`src/rtl/imm_decode_pkg.sv`:
```
// Shared constants for the decode-stage immediate generator: RV base opcodes
// and the immediate format code carried with every decoded entry.
package imm_decode_pkg;

   localparam int FMT_W = 3;

   localparam logic [6:0] OPC_LUI     = 7'b0110111;
   localparam logic [6:0] OPC_AUIPC   = 7'b0010111;
   localparam logic [6:0] OPC_JAL     = 7'b1101111;
   localparam logic [6:0] OPC_JALR    = 7'b1100111;
   localparam logic [6:0] OPC_BRANCH  = 7'b1100011;
   localparam logic [6:0] OPC_LOAD    = 7'b0000011;
   localparam logic [6:0] OPC_STORE   = 7'b0100011;
   localparam logic [6:0] OPC_OPIMM   = 7'b0010011;
   localparam logic [6:0] OPC_OPIMM32 = 7'b0011011;
   localparam logic [6:0] OPC_OP      = 7'b0110011;
   localparam logic [6:0] OPC_MISCMEM = 7'b0001111;
   localparam logic [6:0] OPC_SYSTEM  = 7'b1110011;

   typedef enum logic [FMT_W-1:0] {
      FMT_R     = 3'd0,
      FMT_I     = 3'd1,
      FMT_S     = 3'd2,
      FMT_B     = 3'd3,
      FMT_U     = 3'd4,
      FMT_J     = 3'd5,
      FMT_SHIFT = 3'd6,
      FMT_NONE  = 3'd7
   } imm_fmt_e;

endpackage

```
`src/rtl/imm_extract.sv`:
```
// Combinational instruction -> {imm, fmt, illegal} decoder.
// Optional macro IMMDEC_ILLEGAL_CHECK_EN enables the illegal-encoding flag;
// without it the flag is tied low and no check logic exists.
module imm_extract
   import imm_decode_pkg::*;
#(
   parameter int XLEN = 32
) (
   input  logic [31:0]     inst,
   output logic [XLEN-1:0] imm,
   output imm_fmt_e        fmt,
   output logic            illegal
);

   logic [6:0]  opc;
   logic [2:0]  f3;
   logic [31:0] raw;
   logic        sext;
   logic        is_sh_f3;

   assign opc      = inst[6:0];
   assign f3       = inst[14:12];
   assign is_sh_f3 = (f3 == 3'b001) || (f3 == 3'b101);

   // Pick the format and assemble the 32-bit immediate field before widening
   always_comb begin
      fmt  = FMT_NONE;
      raw  = 32'd0;
      sext = 1'b1;
      case (opc)
         OPC_LUI, OPC_AUIPC: begin
            fmt = FMT_U;
            raw = {inst[31:12], 12'b0};
         end
         OPC_JAL: begin
            fmt = FMT_J;
            raw = {{11{inst[31]}}, inst[31], inst[19:12], inst[20], inst[30:21], 1'b0};
         end
         OPC_JALR, OPC_LOAD, OPC_MISCMEM, OPC_SYSTEM: begin
            fmt = FMT_I;
            raw = {{20{inst[31]}}, inst[31:20]};
         end
         OPC_STORE: begin
            fmt = FMT_S;
            raw = {{20{inst[31]}}, inst[31:25], inst[11:7]};
         end
         OPC_BRANCH: begin
            fmt = FMT_B;
            raw = {{19{inst[31]}}, inst[31], inst[7], inst[30:25], inst[11:8], 1'b0};
         end
         OPC_OPIMM: begin
            if (is_sh_f3) begin
               fmt  = FMT_SHIFT;
               sext = 1'b0;
               raw  = (XLEN == 64) ? {26'd0, inst[25:20]} : {27'd0, inst[24:20]};
            end else begin
               fmt = FMT_I;
               raw = {{20{inst[31]}}, inst[31:20]};
            end
         end
         OPC_OPIMM32: begin
            // word-sized ops only exist on RV64; on RV32 this opcode stays NONE
            if (XLEN == 64) begin
               if (is_sh_f3) begin
                  fmt  = FMT_SHIFT;
                  sext = 1'b0;
                  raw  = {27'd0, inst[24:20]};
               end else begin
                  fmt = FMT_I;
                  raw = {{20{inst[31]}}, inst[31:20]};
               end
            end
         end
         OPC_OP: fmt = FMT_R;
         default: ;
      endcase
   end

   assign imm = sext ? XLEN'($signed(raw)) : XLEN'(raw);

`ifdef IMMDEC_ILLEGAL_CHECK_EN
   logic sh_bad;
   assign sh_bad  = (fmt == FMT_SHIFT) &&
                    (((inst[31:26] != 6'b000000) && (inst[31:26] != 6'b010000)) ||
                     ((XLEN == 32) && inst[25]));
   assign illegal = (inst[1:0] != 2'b11) || (fmt == FMT_NONE) || sh_bad;
`else
   assign illegal = 1'b0;
`endif

endmodule

```
`src/rtl/imm_decode_stage.sv`:
```
// Registered decode-stage immediate generator with a 2-entry skid buffer so
// in_ready is a flop and never depends combinationally on out_ready.
// Optional macro IMMDEC_ILLEGAL_CHECK_EN drives out_illegal (else tied 0).
module imm_decode_stage
   import imm_decode_pkg::*;
#(
   parameter int XLEN = 32
) (
   input  logic             clk,
   input  logic             rst_n,
   input  logic             flush,
   input  logic             in_valid,
   output logic             in_ready,
   input  logic [31:0]      in_inst,
   input  logic [XLEN-1:0]  in_pc,
   output logic             out_valid,
   input  logic             out_ready,
   output logic [31:0]      out_inst,
   output logic [XLEN-1:0]  out_pc,
   output logic [XLEN-1:0]  out_imm,
   output logic [FMT_W-1:0] out_fmt,
   output logic             out_illegal
);

   logic [XLEN-1:0] dec_imm;
   imm_fmt_e        dec_fmt;
   logic            dec_ill;

   imm_extract #(.XLEN(XLEN)) u_extract (
      .inst    (in_inst),
      .imm     (dec_imm),
      .fmt     (dec_fmt),
      .illegal (dec_ill)
   );

   logic            main_v_q, main_v_d, skid_v_q, skid_v_d, in_ready_q, in_ready_d;
   logic [31:0]     main_inst_q, main_inst_d, skid_inst_q, skid_inst_d;
   logic [XLEN-1:0] main_pc_q, main_pc_d, skid_pc_q, skid_pc_d;
   logic [XLEN-1:0] main_imm_q, main_imm_d, skid_imm_q, skid_imm_d;
   imm_fmt_e        main_fmt_q, main_fmt_d, skid_fmt_q, skid_fmt_d;
   logic            main_ill_q, main_ill_d, skid_ill_q, skid_ill_d;
   logic            accept;

   // in_ready_q is low exactly when both slots are full, so no extra gating
   assign accept = in_valid && in_ready_q;

   // Buffer next-state: EMPTY/ONE/TWO encoded by {skid_v, main_v}; flush wins
   always_comb begin
      main_v_d    = main_v_q;
      skid_v_d    = skid_v_q;
      main_inst_d = main_inst_q;
      main_pc_d   = main_pc_q;
      main_imm_d  = main_imm_q;
      main_fmt_d  = main_fmt_q;
      main_ill_d  = main_ill_q;
      skid_inst_d = skid_inst_q;
      skid_pc_d   = skid_pc_q;
      skid_imm_d  = skid_imm_q;
      skid_fmt_d  = skid_fmt_q;
      skid_ill_d  = skid_ill_q;
      if (flush) begin
         main_v_d = 1'b0;
         skid_v_d = 1'b0;
      end else if (!main_v_q) begin
         if (accept) begin
            main_v_d    = 1'b1;
            main_inst_d = in_inst;
            main_pc_d   = in_pc;
            main_imm_d  = dec_imm;
            main_fmt_d  = dec_fmt;
            main_ill_d  = dec_ill;
         end
      end else if (!skid_v_q) begin
         if (accept && out_ready) begin
            main_inst_d = in_inst;
            main_pc_d   = in_pc;
            main_imm_d  = dec_imm;
            main_fmt_d  = dec_fmt;
            main_ill_d  = dec_ill;
         end else if (accept) begin
            skid_v_d    = 1'b1;
            skid_inst_d = in_inst;
            skid_pc_d   = in_pc;
            skid_imm_d  = dec_imm;
            skid_fmt_d  = dec_fmt;
            skid_ill_d  = dec_ill;
         end else if (out_ready) begin
            main_v_d = 1'b0;
         end
      end else if (out_ready) begin
         // older skid entry moves up; nothing can be accepted while full
         main_v_d    = 1'b1;
         skid_v_d    = 1'b0;
         main_inst_d = skid_inst_q;
         main_pc_d   = skid_pc_q;
         main_imm_d  = skid_imm_q;
         main_fmt_d  = skid_fmt_q;
         main_ill_d  = skid_ill_q;
      end
      in_ready_d = !(main_v_d && skid_v_d);
   end

   // State and data registers, synchronous active-low reset
   always_ff @(posedge clk) begin
      if (!rst_n) begin
         main_v_q    <= 1'b0;
         skid_v_q    <= 1'b0;
         in_ready_q  <= 1'b1;
         main_inst_q <= '0;
         main_pc_q   <= '0;
         main_imm_q  <= '0;
         main_fmt_q  <= FMT_R;
         main_ill_q  <= 1'b0;
         skid_inst_q <= '0;
         skid_pc_q   <= '0;
         skid_imm_q  <= '0;
         skid_fmt_q  <= FMT_R;
         skid_ill_q  <= 1'b0;
      end else begin
         main_v_q    <= main_v_d;
         skid_v_q    <= skid_v_d;
         in_ready_q  <= in_ready_d;
         main_inst_q <= main_inst_d;
         main_pc_q   <= main_pc_d;
         main_imm_q  <= main_imm_d;
         main_fmt_q  <= main_fmt_d;
         main_ill_q  <= main_ill_d;
         skid_inst_q <= skid_inst_d;
         skid_pc_q   <= skid_pc_d;
         skid_imm_q  <= skid_imm_d;
         skid_fmt_q  <= skid_fmt_d;
         skid_ill_q  <= skid_ill_d;
      end
   end

   assign in_ready    = in_ready_q;
   assign out_valid   = main_v_q;
   assign out_inst    = main_inst_q;
   assign out_pc      = main_pc_q;
   assign out_imm     = main_imm_q;
   assign out_fmt     = main_fmt_q;
   assign out_illegal = main_ill_q;

endmodule

```
`config.mk`:
```
export PLATFORM = sky130hd
export DESIGN_NAME = imm_decode_stage
export DESIGN_NICKNAME = d
export VERILOG_FILES = /design/src/rtl/imm_decode_pkg.sv /design/src/rtl/imm_extract.sv /design/src/rtl/imm_decode_stage.sv
export SDC_FILE = /design/constraint.sdc
export NUM_CORES = 1
export LEC_CHECK = 0
export ABC_CLOCK_PERIOD_IN_PS = 2200
export BUFFER_PORTS_ARGS = -buffer_cell sky130_fd_sc_hd__buf_2
export CAP_MARGIN = 20
export CORE_UTILIZATION = 52
export DETAILED_ROUTE_END_ITERATION = 12
export HOLD_SLACK_MARGIN = 0.12
export PLACE_DENSITY_LB_ADDON = 0.12
export SETUP_SLACK_MARGIN = 0.5
export SLEW_MARGIN = 20
export SYNTH_ARGS = -nofsm -noshare
export SYNTH_HDL_FRONTEND = slang
export SYNTH_HIERARCHICAL = 1
export SYNTH_SLANG_ARGS = --single-unit
```
`constraint.sdc`:
```
create_clock -name clk -period 2.2 [get_ports clk]
set_input_delay 0 -clock clk [delete_from_list [all_inputs] [get_ports clk]]
set_output_delay 0 -clock clk [all_outputs]
set_load 0.005 [all_outputs]
```
==> results of run 1 <==
sequential cells by signal (all words and copies together) (netlist names), 3 cells and up:
register,count
out_inst,32
skid_pc_q,32
out_fmt,3
skid_inst_q,32
skid_imm_q,32
out_imm,32
out_pc,32
skid_fmt_q,3
cell usage after synthesis, drive strengths merged, types with 2 or more instances:
cell type    n  area, um2
nor3         2      10.01
a31oi        2      27.53
a32o         4      40.04
a2111o     100       1126
nand3      215       1076
and3         8      50.05
buf         82      469.2
dfxtp      203       4064
a21o        11      82.58
nand2       19      71.32
o31ai      100      750.7
nor2b        4      25.02
inv          5      18.77
nand3b       3      22.52
clkbuf     108      405.4
nor2         6      25.03
o21ai      104      520.5
a21bo      100       1001
a21oi      207       1036
xnor2        2      17.52
layout by cell type, fill, tap and decap left out, types with 3 or more instances in the layout:
master,netlist,layout
buf_12,0,19
a32o_1,4,4
a21oi_2,0,5
buf_4,1,31
nand3_2,0,11
buf_2,48,167
and3_1,8,8
dfxtp_1,203,201
o31ai_1,100,100
o21ai_0,104,103
clkbuf_8,0,8
a21bo_1,56,56
nor2_1,5,4
inv_1,5,4
nand2_1,19,19
a21oi_1,207,202
clkbuf_16,0,26
nand3b_1,3,3
a21o_1,11,10
a21bo_2,44,44
nand3_1,215,203
a2111o_1,100,100
buf_6,13,6
clkbuf_1,108,7
dlygate4sd3_1,0,67
power by group:
part,internal (mW),switching (mW)
Clock,2.30,1.52
Combinational,0.463,0.676
Sequential,3.75,0.0429
Total,6.51,2.24
kinds of logic (layout without fill, tap and decap cells):
logic type | after synthesis | in the layout | share of synthesized area [%]
flip-flops | 203 | 203 | 36.86
AND/OR/NAND/NOR | 267 | 269 | 12.35
other | 1 | 1 | 0.03402
XOR/XNOR | 2 | 2 | 0.1589
buffers and inverters | 195 | 341 | 8.104
AO/OA/AOI/OAI | 640 | 640 | 42.49
per-stage QoR:
stage | worst slack [ps] | hold slack [ps] | area (um2)
6_report | 455.1 | 105.2 | 13740
5_1_grt | 415.8 | 136.6 | 13740
4_1_cts | 498.2 | -216.1 | 13550
3_5_place_dp | -31.90 | 273.8 | 12060
3_3_place_gp | -0.2798 | 265.9 | 12060
2_1_floorplan | 103.5 | 100.5 | 11080
how the worst max path moves through the flow:
| stage | slack [ps] | end | start | cells past startpoint |
|---|---|---|---|---|
| global route | 420 | out_imm[14]$_SDFFE_PN0P_ | in_inst[3] | 9 |
| floorplan | 100 | out_imm[31]$_SDFFE_PN0P_ | in_inst[3] | 8 |
| global placement | -0.3 | out_imm[14]$_SDFFE_PN0P_ | in_inst[3] | 9 |
| CTS | 500 | out_imm[12]$_SDFFE_PN0P_ | in_inst[3] | 9 |
| detailed placement | -30 | out_imm[12]$_SDFFE_PN0P_ | in_inst[3] | 9 |
| finish | 460 | out_imm[14]$_SDFFE_PN0P_ | in_inst[3] | 9 |
final cells by class:
class | count | area (um2)
sequential | 203 | 4071
inverter | 5 | 23.77
fill | 1710 | 6750
multi-input combinational | 912 | 6222
clock buffer | 38 | 711.9
clock inverter | 1 | 30.03
timing repair buffer | 297 | 2347
tap | 270 | 337.8
per-layer routing:
metal | global-route usage, % | vias up | part of all wire, %
li1 | - | 5294 | -
met1 | 41.26 | 5507 | 42
met2 | 51.18 | 484 | 47
met3 | 4.321 | 68 | 7.9
met4 | 10.67 | 0 | 3.0
met5 | 0 | - | 0
worst reg2reg max path, cell delays in order (launching register included):
cell and delay (ps):
dfxtp_4 470, buf_4 200, or2_2 560, o21ai_0 210
a21oi_1 170
repair_timing:
action                     CTS  global route
gates resized for setup      2            25
hold buffers                67             2
pin swaps                    2             6
hold endpoints to repair   174             4
setup buffers                3             2
cloned                       2             4
setup endpoints to repair  134            43
==> results.cfg, run 1 <==
[pwr]
irDropWorstVdd_mv = 0.5610
power.total_mw = 8.756
power_density_nw_per_um2 = 637.1
p_leak_nw = 5.339

[global_route]
grt_pass1_vias = 10626
grt_overflow = 0
grt_start_max_net_pins = 119
grt_pass1_wl_mm = 56.03
antenna_found_initial = 0
track_usage_pct = 30.94

[layout]
fin_cells = 1726
syn_to_final_growth_pct = 24.67
drive_above_1_share_pct = 23.35
utilization_pct = 67.06
layout.nets = 1511
diodes = 0

[sta]
setup_tns_ps = 0
fin_crit_sh_pct = 79.31
worst_slew_pin_slew_ps = 675.2
max_freq_mhz = 573.1
relSlewSlack_pct = 54.99
maxSlewViolCount = 0
hold_violations = 0
setup_violations = 0
fin_crit_ps = 1745
rsz0062_at_grt = true
fin_skew_ps = 11.39

[clock_tree]
htree_levels = 1
cts_inserted_buffers = 23
cts_tree = yes
cts.sinks = 203
cts.path.max_buffers = 3
clock_latency_ps = 510
clockRootBuffer = clkbuf_16
cts.clk_slew.worst_paths_ps = 60

[yosys]
synthDistinctLibCells = 49
synth-seq-cells = 203
yosysWarnings = 6
synth-async-reset-ratio_pct = 0
synth_edf_count = 0
syn-mean-instance-area_um2 = 8.428
syn_area_um2 = 11020
netlist_instances = 1308
ys_seq_area_share_pct = 36.86
synth-main-ff-cell = dfxtp_1
synth_nets = 1377

[floorplan]
ios = 171
start_util_pct = 53.79
die_x_um = 147.6
dieArea_um2 = 21790
coreArea_um2 = 20490
die_y_um = 147.6
num_rows = 52

[critical_path]
crit_required_ps = 2640
critPathMaxFanout = 8
timing.rr.end = skid_imm_q[5]$_SDFFE_PN0P_
worstPathArrival_ps = 2180
end_kind = register
path_cells = buf_6 > or3b_4 > or4_4 > a31oi_4 > buf_12 > a21o_1 > a21bo_1 > a2111o_1 > a21oi_1
r2r_start = skid_v_q$_SDFF_PN0_
critPathBufInv = 2
worst_setup_path_start_kind = primary input
r2r_slack_ps = 520
crit_family = compound AO/OA/AOI/OAI gates
crit_path_top_delay_cell = or4_4
critPathKind = in -> reg
slowest_delay_ps = 490
r2r_cells = 4

[min_path]
worstHoldPathType = in -> reg
holdPathEnd = skid_inst_q[1]$_SDFFE_PN0P_
hp-start = in_inst[1]
hold_path_depth = 4

[placed_design]
place_inst = 1607
portBuffers = 170
gp_congestion = 0.8408
dp_hpwl_mm = 18.44

[drt]
drt-initial-drc-count = 1151
drc_errors = 0
wl_per_cell_um = 20.78
firstDrtPassIters = 5
final_antenna_net_count = 0
viasPerCell = 6.578
vias = 11353
wirelength_mm = 35.87

[outcome]
outcome = finished clean

[job]
max_cap_viol_count = 0
Note: power is estimated with default switching activity, not from simulation.
==> run 2, diff against run 1 <==
ABC_CLOCK_PERIOD_IN_PS = 1500   (was 2200)
clock period = 1.5 ns   (was 2.2 ns; I/O delays follow)
==> results.cfg, run 2 <==
[clock_tree]
cts_inserted_buffers = 24
clockRootBuffer = clkbuf_16
cts.path.max_buffers = 3
cts.sinks = 203
htree_levels = 1

[yosys]
synth_nets = 1377
syn-mean-instance-area_um2 = 8.428
netlist_instances = 1308
synth_common_cells = nand3_1, a21oi_1, dfxtp_1, clkbuf_1, o21ai_0
yosysWarnings = 6
synth_top_area_cell = dfxtp_1
synth-seq-cells = 203
synthDistinctLibCells = 49
synth_edf_count = 0
synth-main-ff-cell = dfxtp_1
netlist.area_leader.share_pct = 36.86
synthTopCellsByArea = dfxtp_1, a2111o_1, nand3_1
ys_seq_area_share_pct = 36.86
synth-async-reset-ratio_pct = 0
synth.most_common_cell = nand3_1
syn_area_um2 = 11020

[placed_design]
portBuffers = 170
dp_hpwl_mm = 20.11
gp_congestion = 0.8838

[global_route]
grt_start_max_net_pins = 57
track_usage_pct = 97.73
grt_overflow = 1257

[sta]
worst-ep-kind = register data pin
worstEndpointGrtRepair = out_imm[6]$_SDFFE_PN0P_/D

[floorplan]
die_y_um = 147.6
num_rows = 52
start_util_pct = 53.79
die_x_um = 147.6
ios = 171

[outcome]
outcome = aborted with a tool error
error = [ERROR GRT-0232] Routing congestion too high. Check the congestion heatmap in the GUI.
stop_stage = 5_1_grt
-- run 2: routing by layer --
layer / overflow / GRT usage (%)
met1: 16 / 92.28
met2: 865 / 118.8
met3: 23 / 77.47
met4: 337 / 110.6
met5: 16 / 50.91
-- run 2: timing repair --
action                     4_1_cts
setup endpoints to repair      226
hold endpoints to repair       169
pin swaps                      175
setup buffers                   70
hold buffers                    67
cloned                          72
resized for setup              243
-- run 2: per-stage QoR --
stage                     cells  hold WS, ps  worst slack (ps)  area, um2
after floorplan            1308        100.5            -596.5      11680
after global placement     1637        270.6            -698.5      12520
after detailed placement   1637        275.1            -739.5      12520
after CTS                  1886       -193.4            -150.2      17570
-- run 2: logic make-up after synthesis --
kind of cell | after synthesis | synth area share [%]
and+or+nand+nor | 267 | 12.35
AOI/OAI and AO/OA | 640 | 42.49
other | 1 | 0.03402
DFF | 203 | 36.86
buffers and inverters | 195 | 8.104
xor gates and xnor gates | 2 | 0.1589
==> run 3, diff against run 2 <==
ABC_CLOCK_PERIOD_IN_PS = 2000   (was 1500)
CORE_UTILIZATION = 40   (was 52)
HOLD_SLACK_MARGIN = not set   (was 0.12)
PLACE_DENSITY_LB_ADDON = 0.15   (was 0.12)
SETUP_SLACK_MARGIN = not set   (was 0.5)
clock period = 2 ns   (was 1.5 ns; I/O delays follow)
==> results.cfg, run 3 (synthesized netlist as in run 1, its figures left out) <==
[outcome]
outcome = finished clean

[sta]
rsz0062_at_grt = false
fin_crit_ps = 1883
relSlewSlack_pct = 61.39
setup_ws_ps = 117.0
setup_violations = 0
maxSlewViolCount = 0
worst_slew_pin_slew_ps = 579.1
fin_crit_sh_pct = 94.15
fin_skew_ps = 15.40
max_freq_mhz = 531.1
hold_violations = 0

[drt]
viasPerCell = 6.123
firstDrtPassIters = 5
vias = 11083
drc_errors = 0
final_antenna_net_count = 0
wl_per_cell_um = 19.86
drt-initial-drc-count = 1090
wirelength_mm = 35.95

[layout]
final-seq-area_um2 = 4071
diodes = 0
syn_to_final_growth_pct = 26.60
multi_input_area_um2 = 6172
num-fill-cells = 2536
layout.nets = 1519
drive_above_1_share_pct = 23.76
final_area_um2 = 13960
layout_common_cells = a21oi_1, nand3_1, dfxtp_1

[critical_path]
crit_family = compound AO/OA/AOI/OAI gates
critPathKind = in -> reg
worstPathArrival_ps = 2340
path_cells = buf_2 > or3b_4 > or4_4 > a31oi_4 > buf_12 > a21o_1 > a21bo_1 > a2111o_1 > a21oi_2
crit_path_top_delay_cell = or4_4
worst_setup_path_start_kind = primary input
critPathBufInv = 2
end_kind = register
slowest_delay_ps = 600
crit_required_ps = 2450
critPathMaxFanout = 8

[job]
max_cap_viol_count = 0

[clock_tree]
htree_levels = 1
cts.path.max_buffers = 3
clockRootBuffer = clkbuf_16
cts.clk_slew.worst_paths_ps = 60
cts_tree = yes
clock_latency_ps = 520
cts_inserted_buffers = 25
cts.sinks = 203

[global_route]
track_usage_pct = 24.34
grt_overflow = 0
grt_start_max_net_pins = 87
grt_pass1_wl_mm = 56.88
antenna_found_initial = 0
grt_pass1_vias = 10268

[placed_design]
dpl_cell_area_um2 = 12290
dp_hpwl_mm = 20.14
gp_congestion = 0.8219
dp_slack_ps = -232.6
portBuffers = 170

[floorplan]
num_rows = 60
ios = 171
die_x_um = 168.0
start_util_pct = 40.79
die_y_um = 168.0
coreArea_um2 = 27030
dieArea_um2 = 28230

[pwr]
irDropWorstVdd_mv = 0.5367
p_leak_nw = 5.441
power_density_nw_per_um2 = 721.0

[min_path]
worstHoldPathType = in -> reg
## run 3: layout make-up
cell class	instances	area share (%)
well taps	341	3.057
clock buffers	38	5.558
flip-flops and latches	203	29.17
repair buffers	305	17.30
inverters	5	0.1703
clock inverters	8	0.5199
multi-input cells	910	44.22
## run 3: what timing repair did
action / CTS / global route
setup endpoints to repair: 0 / 32
hold buffers: 69 / 0
endpoints found under the hold margin: 156 / 0
buffers inserted: 0 / 8
resized for setup: 0 / 20
## run 3: final timing paths
check / start / endpoint / slack, ps / depth (start not counted)
setup / recovery: in_inst[3] / out_imm[16]$_SDFFE_PN0P_ / 120 / 9
hold / removal: flush / out_inst[6]$_SDFFE_PN0P_ / 10 / 3
setup reg to reg: out_valid$_SDFF_PN0_ / skid_inst_q[24]$_SDFFE_PN0P_ / 270 / 5
hold reg to reg: out_pc[17]$_SDFFE_PN0P_ / out_pc[17]$_SDFFE_PN0P_ / 460 / 2
## run 3: worst register-to-register path: cells and delay by family, from the launching register on
family / cells / cell delay, ps
AOI/OAI and AO/OA: 1 / 150
buffers and inverters: 2 / 580
and+or+nand+nor: 2 / 440
DFF: 1 / 480
## run 3: per-layer routing
| layer | GRT usage [%] | vias up | part of all wire, % |
|---|---|---|---|
| li1 | - | 5295 | - |
| met1 | 33.09 | 5427 | 45 |
| met2 | 40.91 | 314 | 48 |
| met3 | 3.338 | 47 | 5.1 |
| met4 | 5.146 | 0 | 1.6 |
| met5 | 0 | - | 0 |
## run 3: per-stage QoR
| stage | std cells | TNS (ps) | utilization, % | total power [mW] | hold slack [ps] |
|---|---|---|---|---|---|
| after floorplan | 1308 | -1967 | - | 4.935 | 100.5 |
| after global placement | 1687 | -5178 | 45.49 | 5.394 | 262.9 |
| after detailed placement | 1687 | -5834 | 45.49 | 5.395 | 270.3 |
| after CTS | 1802 | 0 | 51.18 | 10.14 | 8.672 |
| after global routing | 1810 | 0 | 51.64 | 10.44 | 48.18 |
| final | 1810 | 0 | 51.64 | 10.06 | 11.41 |
## run 3: power breakdown
group / total (mW) / internal, mW / switching, mW / leakage (nW)
combinational: 1.27 / 0.533 / 0.734 / 3.37
clock: 4.62 / 2.80 / 1.82 / 0.425
sequential: 4.17 / 4.13 / 0.0482 / 1.65
